## src/rtl/lc3_program_loader.sv

```systemverilog
// LC-3 program loader: takes an origin word and then program words from a valid/ready stream.
// It writes each word to memory through the MAR/MDR special inputs, then reports done and start_pc.
module lc3_program_loader #(
    parameter int unsigned DATA_W    = 16,
    parameter int unsigned WE_CYCLES = 1,
    parameter int unsigned MAX_WORDS = 256
) (
    input  logic              clk,
    input  logic              reset,
    input  logic [DATA_W-1:0] in_data,
    input  logic              in_valid,
    input  logic              in_last,
    output logic              in_ready,
    output logic [DATA_W-1:0] MARSpcIn,
    output logic              ldMARSpcIn,
    output logic              ldMAR,
    output logic [DATA_W-1:0] MDRSpcIn,
    output logic [1:0]        selMDR,
    output logic              ldMDR,
    output logic              memWE,
    output logic              busy,
    output logic              done,
    output logic              error,
    output logic [DATA_W-1:0] start_pc,
    output logic [DATA_W-1:0] word_count
);

    localparam int unsigned CNT_W = 4;
    localparam logic [CNT_W-1:0]  WE_LAST  = CNT_W'(WE_CYCLES - 1);
    localparam logic [DATA_W-1:0] MAX_CNT  = DATA_W'(MAX_WORDS);
    localparam logic [1:0]        SEL_SPC  = 2'b11;

    typedef enum logic [2:0] {
        S_ORIG,
        S_WAIT,
        S_MAR,
        S_MDR,
        S_WE,
        S_DONE
    } state_t;

    state_t            state;
    logic [DATA_W-1:0] addr_q;
    logic [DATA_W-1:0] data_q;
    logic              last_q;
    logic [CNT_W-1:0]  we_cnt;
    logic [DATA_W-1:0] count_next;

    assign count_next = word_count + DATA_W'(1);

    // Outputs are registered together with the state so they always match its Moore decode.
    always_ff @(posedge clk) begin
        if (reset) begin
            state      <= S_ORIG;
            addr_q     <= '0;
            data_q     <= '0;
            last_q     <= 1'b0;
            we_cnt     <= '0;
            in_ready   <= 1'b1;
            MARSpcIn   <= '0;
            ldMARSpcIn <= 1'b0;
            ldMAR      <= 1'b0;
            MDRSpcIn   <= '0;
            selMDR     <= 2'b00;
            ldMDR      <= 1'b0;
            memWE      <= 1'b0;
            busy       <= 1'b0;
            done       <= 1'b0;
            error      <= 1'b0;
            start_pc   <= '0;
            word_count <= '0;
        end else begin
            case (state)
                S_ORIG: begin
                    if (in_valid && in_ready) begin
                        addr_q   <= in_data;
                        start_pc <= in_data;
                        busy     <= 1'b1;
                        state    <= S_WAIT;
                    end
                end
                S_WAIT: begin
                    if (in_valid && in_ready) begin
                        data_q     <= in_data;
                        last_q     <= in_last;
                        in_ready   <= 1'b0;
                        MARSpcIn   <= addr_q;
                        ldMARSpcIn <= 1'b1;
                        ldMAR      <= 1'b1;
                        state      <= S_MAR;
                    end
                end
                S_MAR: begin
                    ldMAR    <= 1'b0;
                    MDRSpcIn <= data_q;
                    selMDR   <= SEL_SPC;
                    ldMDR    <= 1'b1;
                    state    <= S_MDR;
                end
                S_MDR: begin
                    ldMDR      <= 1'b0;
                    ldMARSpcIn <= 1'b0;
                    memWE      <= 1'b1;
                    we_cnt     <= '0;
                    state      <= S_WE;
                end
                S_WE: begin
                    if (we_cnt == WE_LAST) begin
                        // Word committed: advance the address (wrapping) and release the bus.
                        addr_q     <= addr_q + DATA_W'(1);
                        word_count <= count_next;
                        memWE      <= 1'b0;
                        MARSpcIn   <= '0;
                        MDRSpcIn   <= '0;
                        selMDR     <= 2'b00;
                        we_cnt     <= '0;
                        if (last_q) begin
                            busy  <= 1'b0;
                            done  <= 1'b1;
                            state <= S_DONE;
                        end else if (count_next == MAX_CNT) begin
                            busy  <= 1'b0;
                            done  <= 1'b1;
                            error <= 1'b1;
                            state <= S_DONE;
                        end else begin
                            in_ready <= 1'b1;
                            state    <= S_WAIT;
                        end
                    end else begin
                        we_cnt <= we_cnt + CNT_W'(1);
                    end
                end
                S_DONE: begin
                    state <= S_DONE;
                end
                default: begin
                    state <= S_ORIG;
                end
            endcase
        end
    end

endmodule

```

## config.mk

```make
export PLATFORM = sky130hd
export DESIGN_NAME = lc3_program_loader
export DESIGN_NICKNAME = d
export VERILOG_FILES = /design/src/rtl/lc3_program_loader.sv
export SDC_FILE = /design/constraint.sdc
export NUM_CORES = 1
export LEC_CHECK = 0
export ABC_AREA = 1
export CAP_MARGIN = 20
export CORE_MARGIN = 2
export CORE_UTILIZATION = 25
export DETAILED_ROUTE_END_ITERATION = 10
export SLEW_MARGIN = 25
export SYNTH_ARGS = -nofsm -noshare
export SYNTH_HDL_FRONTEND = slang
export SYNTH_SLANG_ARGS = --single-unit
```

## constraint.sdc

```tcl
create_clock -name clk -period 2.3 [get_ports clk]
set_input_delay 0.345 -clock clk [delete_from_list [all_inputs] [get_ports clk]]
set_output_delay 0.345 -clock clk [all_outputs]
set_load 0.005 [all_outputs]
```

==> results of run 1 <==
[worst max-delay path, cell delays in order, from the launching register on]
cell and delay, ps:
dfxtp_2 390, ha_1 220, nand2_1 120, nor2_4 200
nand4_1 110, nand2_1 110, nand3_1 90, nor2_1 120
nand3_1 160, nand2_1 140, nand3_1 110, nand2_1 90
a21oi_1 50
[routing by layer]
layer	track usage	vias up
met1	0.1792	2134
met4	0.04905	2
met3	0.03709	8
met5	0	-
li1	-	2435
met2	0.2255	95
[synth_stat cells (2+ instances only)]
cell      count
o21ai_0      58
inv_2         3
xor2_1        3
nor3_2        2
nor2_4        3
nor2_2        7
inv_1        62
clkbuf_1     27
nand3_1      59
nand3_2       3
nor2_1       56
o21bai_1      2
nand2_1     130
buf_2         6
a21oi_1      98
o211ai_1      6
o21ai_1       2
ha_1          4
nand4_1       8
a211oi_2      2
a31oi_1       4
nor3_1        4
o21a_1        2
a211oi_1      2
a221oi_1      2
dfxtp_1     113
[cells in the final DEF (no fill, tap or decap), types with 2 or more instances in the layout]
master,synthesis,final
a31oi_1,4,4
clkinvlp_4,0,5
dfxtp_1,113,111
inv_2,3,3
o211ai_1,6,6
a211oi_1,2,2
nand2_1,130,130
inv_1,62,62
clkinv_4,0,3
nor3_1,4,4
nor2_1,56,55
nor2_4,3,4
o21ai_0,58,58
nand3_1,59,59
a221oi_1,2,2
buf_4,1,9
nor2_2,7,7
clkdlybuf4s50_1,0,92
nand4_1,8,8
a211oi_2,2,2
nor3_2,2,2
ha_1,4,4
a21oi_1,98,98
clkbuf_16,0,17
o21a_1,2,2
o21ai_1,2,2
xor2_1,3,3
nand3_2,3,3
clkinv_2,0,2
dfxtp_2,0,2
o21bai_1,2,2
[flip-flops by register name (all words and copies together) (netlist names)]
name / count
ldMDR: 1
in_ready: 1
we_cnt: 4
error: 1
addr_q: 16
data_q: 16
MARSpcIn: 16
ldMARSpcIn: 1
busy: 1
memWE: 1
last_q: 1
word_count: 16
selMDR: 1
MDRSpcIn: 16
ldMAR: 1
state: 3
done: 1
start_pc: 16
[final cells by class]
class                   count  share of cell area
flip-flops and latches    113              0.3395
clock buffers              19             0.06639
well taps                 265             0.04970
multi-input cells         464              0.3421
inverters                  65             0.03657
clock inverters            12             0.01688
repair buffers            102              0.1489
[cell families after synthesis]
| family | synth area share |
|---|---|
| AOI/OAI and AO/OA | 0.1952 |
| and+or+nand+nor | 0.2485 |
| adders and majority gates | 0.01014 |
| buffers and inverters | 0.08063 |
| xor gates and xnor gates | 0.007101 |
| DFF | 0.4584 |
[path summary, 6_finish.rpt]
kind              cells past startpoint  slack [ps]          start           to
hold reg to reg                       2         460    MARSpcIn[1]  MARSpcIn[1]
hold / removal                        2         460    MARSpcIn[1]  MARSpcIn[1]
setup reg to reg                     12         250  word_count[0]         busy
setup / recovery                     12         250  word_count[0]         busy
[repair_timing]
| item | 4_1_cts | 5_1_grt |
|---|---|---|
| endpoints found under the setup margin | 0 | 4 |
| resized for setup | 0 | 3 |
| setup buffers | 0 | 0 |
[power by group]
group          internal [W]  switching [W]  total [W]
clock               0.00151       0.000961    0.00247
combinational      0.000246       0.000304   0.000551
sequential          0.00209       0.000108    0.00220
total               0.00384        0.00137    0.00522
[metrics by stage]
stage	hold WS [ps]	power (W)	cells	setup slack (ps)	cell area, µm²
2_1_floorplan	442.2	0.002515	678	571.0	4935
3_3_place_gp	448.2	0.002783	1009	122.3	6106
3_5_place_dp	453.2	0.002786	1009	108.9	6106
4_1_cts	461.8	0.005274	1040	107.8	6661
5_1_grt	482.5	0.005451	1040	6.141	6671
6_report	461.8	0.005215	1040	248.1	6671
==> metrics.md, run 1 <==
| Metric | Value |
|---|---|
| Post-synthesis sequential area ratio | `0.4584` |
| CP arrival | `2310 ps` |
| Largest area contributor in the netlist | `dfxtp_1` |
| Max Cap Viol | `0` |
| Top sig layer | `met5` |
| Syn avg cell area | `7.278 µm²` |
| Drt first-iter violations | `302` |
| Via-to-Cell Ratio | `4.494` |
| Per-cell routed wire length | `between 10 and 15 µm` |
| Post-CTS Hold Fix Bufs | `0` |
| Routed wire length | `roughly 14000 µm` |
| CP Capture Type | `register` |
| Post-synthesis cell type count | `36` |
| Initial DRT Pass Iterations | `4` |
| Nets | `787` |
| Routed met3 length | `687 µm` |
| GRT Overall Usage | `0.1394` |
| Fin. Hold Viols | `0` |
| Worst min-delay path class | `register to register` |
| Largest net degree at the start of global routing | `64` |
| First-pass GRT wire length | `~23000 µm` |
| Worst-path clk slew | `50 ps` |
| CTS Buf Count | `17` |
| M1 WL | `between 6000 and 7000 µm` |
| Clock Tree Buf Depth | `2` |
| Clock latency on the worst-skew pair | `420 ps` |
| Yosys top cell area share | `0.4584` |
| Startpoint types | `register` |
| Final Critical Period | `2052 ps` |
| Sequential Area | `approximately 0.0023 mm²` |
| Global route overflow | `0` |
| Slew HR | `0.5026` |
| Worst-path fanout max | `7` |
| Synth top area cells | `dfxtp_1 (46%), a21oi_1 (9.9%), nand2_1 (9.9%), nand3_1 (6.0%), o21ai_0 (5.9%)` |
| Max Clock Skew | `13.28 ps` |
| CTS sink cnt | `roughly 110` |
| Warnings from Yosys | `0` |
| Crit path required time | `2560 ps` |
| Peak supply drop | `0.5348 mV` |
| Async SR Flop Fraction | `0` |
| Setup TNS | `0 ps` |
| LEAKAGE | `2.467 nW` |
| Syn_nets | `702` |
| Number of global-route vias before repair | `4418` |
| Rows | `51` |
| Mapped cell area | `0.004935 mm²` |
| Antenna Nets Post-Route | `0` |
| Max-slew violation count | `0` |
| Least-Margin Pin Slew | `745.3 ps` |
| Synth Flop Type | `dfxtp_1` |
| Setup CP Type | `register to register` |
| Final setup violation count | `0` |
| Final period utilization | `0.8921` |
| Root Driver | `clkbuf_16` |
| Vias | `around 4700` |
| Mapped Cells | `around 680` |
| Area growth syn-to-layout | `35.19%` |
| CTS tree | `yes` |
| Hpwl dp | `between 9000 and 10000 µm` |
| Die ar. | `0.02088 mm²` |
| Ant. Diodes | `0` |
| Core Area | `0.01940 mm²` |
| Io pins | `94` |
| Status | `finished, final reports clean` |
| Die H | `144.5 µm` |
| Fin util | `0.3439` |
| GP Congestion | `0.8475` |
| Achievable frequency | `487.3 MHz` |
| Share of layout cells above drive strength 1 | `0.08516` |
| Met2 routed WL | `6749 µm` |
| Initial antenna violation count | `1` |
| EDFF count, synth | `0` |
| RSZ-0062 raised after global routing | `no` |
| Synthesized flop and latch total | `~110` |
| Power per Cell Area | `781.8 mW/mm²` |
| Fill cell count | `2111` |
| DRC Markers | `0` |
| Port Buffers | `93` |
| Multi-input logic area | `0.002282 mm²` |
| DIE WIDTH | `144.5 µm` |
| Htree depth | `4` |
| Initial core utilization | `0.2544` |
Note: power is estimated with default switching activity, not from simulation.
==> run 2, diff against run 1 <==
PLACE_DENSITY = 0.58   (was default)
clock period = 1.71 ns   (was 2.3 ns; I/O delays follow)
==> run 2 against run 1 <==
The flow now finishes with violations (negative setup slack). Clock skew shrank 4.1 ps. Cell count grew 6.0%. Clock-buffer cell count grew 1. Register-to-register slack lost 350 ps. Largest power group unchanged. Critical path type unchanged. Non-clock buffer count grew 63. Setup slack lost 350 ps. Via count grew 6.5%. Global-route usage grew 0.96 points.
==> metrics.md, run 2 (synthesized netlist as in run 1, its figures left out) <==
| Metric | Value |
|---|---|
| Fill cell count | `2046 (-3.1%)` |
| Critical Path Source | `word_count[1]` |
| Hpwl dp | `10240 µm (+7.6%)` |
| Via-to-Cell Ratio | `4.517 (+0.51%)` |
| Rows | `51 (unchanged)` |
| Vias | `4978 (+6.5%)` |
| R2R cell count | `14 (+2)` |
| Drt first-iter violations | `263 (-13%)` |
| Initial DRT Pass Iterations | `4 (unchanged)` |
| Slew HR | `0.5528 (+0.05021)` |
| Power per Cell Area | `1011 mW/mm² (+29%)` |
| First-pass GRT wire length | `24050 µm (+6.2%)` |
| Violated checks | `negative setup slack` |
| Least-Margin Pin Slew | `670.1 ps (-75.23 ps)` |
| Most common cell after layout, fill and taps aside | `nand2_1` |
| Number of global-route vias before repair | `4879 (+10%)` |
| Share of layout cells above drive strength 1 | `0.2031 (+0.1179)` |
| Top sig layer | `met4` |
| Die ar. | `0.02088 mm² (unchanged)` |
| Final Critical Period | `1815 ps (-237.3 ps)` |
| Max Cap Viol | `0 (unchanged)` |
| GRT Overall Usage | `0.1490 (+0.009591)` |
| Met2 routed WL | `7166 µm (+6.2%)` |
| Setup TNS | `-393.5 ps (-393.5 ps)` |
| Io pins | `94 (unchanged)` |
| M1 WL | `6942 µm (+2.6%)` |
| Ant. Diodes | `0 (unchanged)` |
| DIE WIDTH | `144.5 µm (unchanged)` |
| RSZ-0062 raised after global routing | `yes` |
| Achievable frequency | `551.1 MHz (+13%)` |
| Per-cell routed wire length | `13.74 µm (+0.11%)` |
| CTS tree | `yes` |
| Worst-path fanout max | `5 (-2)` |
| Max-slew violation count | `0 (unchanged)` |
| Final setup violation count | `5 (+5)` |
| Startpoint types | `register` |
| Initial antenna violation count | `0 (-1)` |
| Status | `complete, but fails checks` |
| Crit path required time | `2000 ps (-560 ps)` |
| Worst Setup EP | `busy` |
| Initial core utilization | `0.2544 (unchanged)` |
| Commonest non-fill, non-tap cells in the layout | `nand2_1 (119), dfxtp_1 (101), a21oi_1 (95)` |
| CP arrival | `2100 ps (-210 ps)` |
| Core Area | `0.01940 mm² (unchanged)` |
| Die H | `144.5 µm (unchanged)` |
| Root Driver | `clkbuf_16` |
| Post-CTS Hold Fix Bufs | `0 (unchanged)` |
| Max Clock Skew | `9.180 ps (-4.099 ps)` |
| Clock latency on the worst-skew pair | `410 ps (about the same)` |
| Setup CP Type | `register to register` |
| Flop2flop setup slack | `-100 ps (-350 ps)` |
| Routed met3 length | `783 µm (+14%)` |
| Global route overflow | `0 (unchanged)` |
| Antenna Nets Post-Route | `0 (unchanged)` |
| Critical R2R Launch | `word_count[1]` |
| Crit path setup slack, layout | `-104.7 ps (-352.7 ps)` |
| Largest net degree at the start of global routing | `51 (-20%)` |
| Worst-path clk slew | `60 ps (about the same)` |
| Clock Tree Buf Depth | `2 (unchanged)` |
| Final period utilization | `1.061 (+0.1691)` |
| Worst hold margin | `313.1 ps (-148.7 ps)` |
| LEAKAGE | `2.902 nW (+18%)` |
| Fin. Hold Viols | `0 (unchanged)` |
| CTS sink cnt | `113 (unchanged)` |
| R2R Path End | `busy` |
| Peak supply drop | `0.7192 mV (+34%)` |
| DRC Markers | `0 (unchanged)` |
| Area growth syn-to-layout | `50.96%` |
| CTS Buf Count | `17 (unchanged)` |
| CP Capture Type | `register` |
| GP Congestion | `0.8036 (-5.2%)` |
| Nets | `850 (+8.0%)` |
| Worst min-delay path class | `input pin to register` |
| Port Buffers | `93 (unchanged)` |
| Htree depth | `4 (unchanged)` |
| Routed wire length | `15140 µm (+6.1%)` |
-- run 2: changes by cell type in the layout (fill, tap and decap cells not counted), moves of 5 or more --
cell	delta
buf_6	+10
nand2_1	-11
dfxtp_1	-10
nand2_2	+11
dfxtp_2	+9
nand3_1	-5
buf_4	+50
nor2_1	-6
-- run 2: cell type report --
cell class,count,area [µm²],area share
clock buffers,20,456.7,0.06130
clock inverters,10,160.2,0.02150
inverters,65,246.5,0.03309
multi-input cells,464,2437,0.3272
flip-flops and latches,113,2280,0.3060
well taps,265,331.6,0.04451
repair buffers,165,1538,0.2064
-- run 2: how the worst min path moves through the flow --
stage	cells past startpoint	start	slack (ps)	to
3_3_place_gp	2	data_q[0]	450	MDRSpcIn[0]
5_1_grt	4	reset	330	in_ready
2_1_floorplan	2	in_data[0]	390	start_pc[0]
6_report	4	reset	310	in_ready
4_1_cts	4	reset	300	in_ready
3_5_place_dp	2	MARSpcIn[11]	450	MARSpcIn[11]
-- run 2: through the flow --
stage               power (W)  std cells  worst slack, ps  area [µm²]    util
CTS                  0.007588       1102           -107.2        7326  0.3776
detailed placement   0.003838       1063           -171.1        6554  0.3378
global placement     0.003831       1063           -160.4        6554  0.3378
global route         0.007836       1102           -204.7        7450  0.3840
floorplan            0.003382        678           0.1800        4940       -
finish               0.007534       1102           -104.7        7450  0.3840
-- run 2: per-layer routing --
layer | global-route usage | vias up
met3 | 0.04007 | 22
met5 | 0 | -
met4 | 0.05008 | 0
met1 | 0.1850 | 2265
met2 | 0.2499 | 131
li1 | - | 2560
-- run 2: report_power, final --
group	switching [W]	total [W]	internal (W)	leakage (nW)
clock	0.00123	0.00372	0.00249	0.302
combinational	0.000450	0.000863	0.000413	1.67
sequential	0.000137	0.00295	0.00281	0.926
total	0.00182	0.00753	0.00571	2.90
-- run 2: critical path, cell delays in order, from the launching register on --
cell	delay, ps
dfxtp_2	360
buf_6	110
nand3_4	100
nor2_4	190
nand2_2	100
nand2_1	90
nand2_1	80
inv_1	70
nand3_2	70
nor2_2	90
nand3_2	110
nand2_2	90
nand3_2	90
nand2_2	90
a21oi_2	50
-- run 2: repair_timing --
item	CTS	global route
pin swaps	16	18
endpoints found under the setup margin	9	23
hold endpoints to repair	0	0
gates resized for setup	32	37
setup buffers	9	2
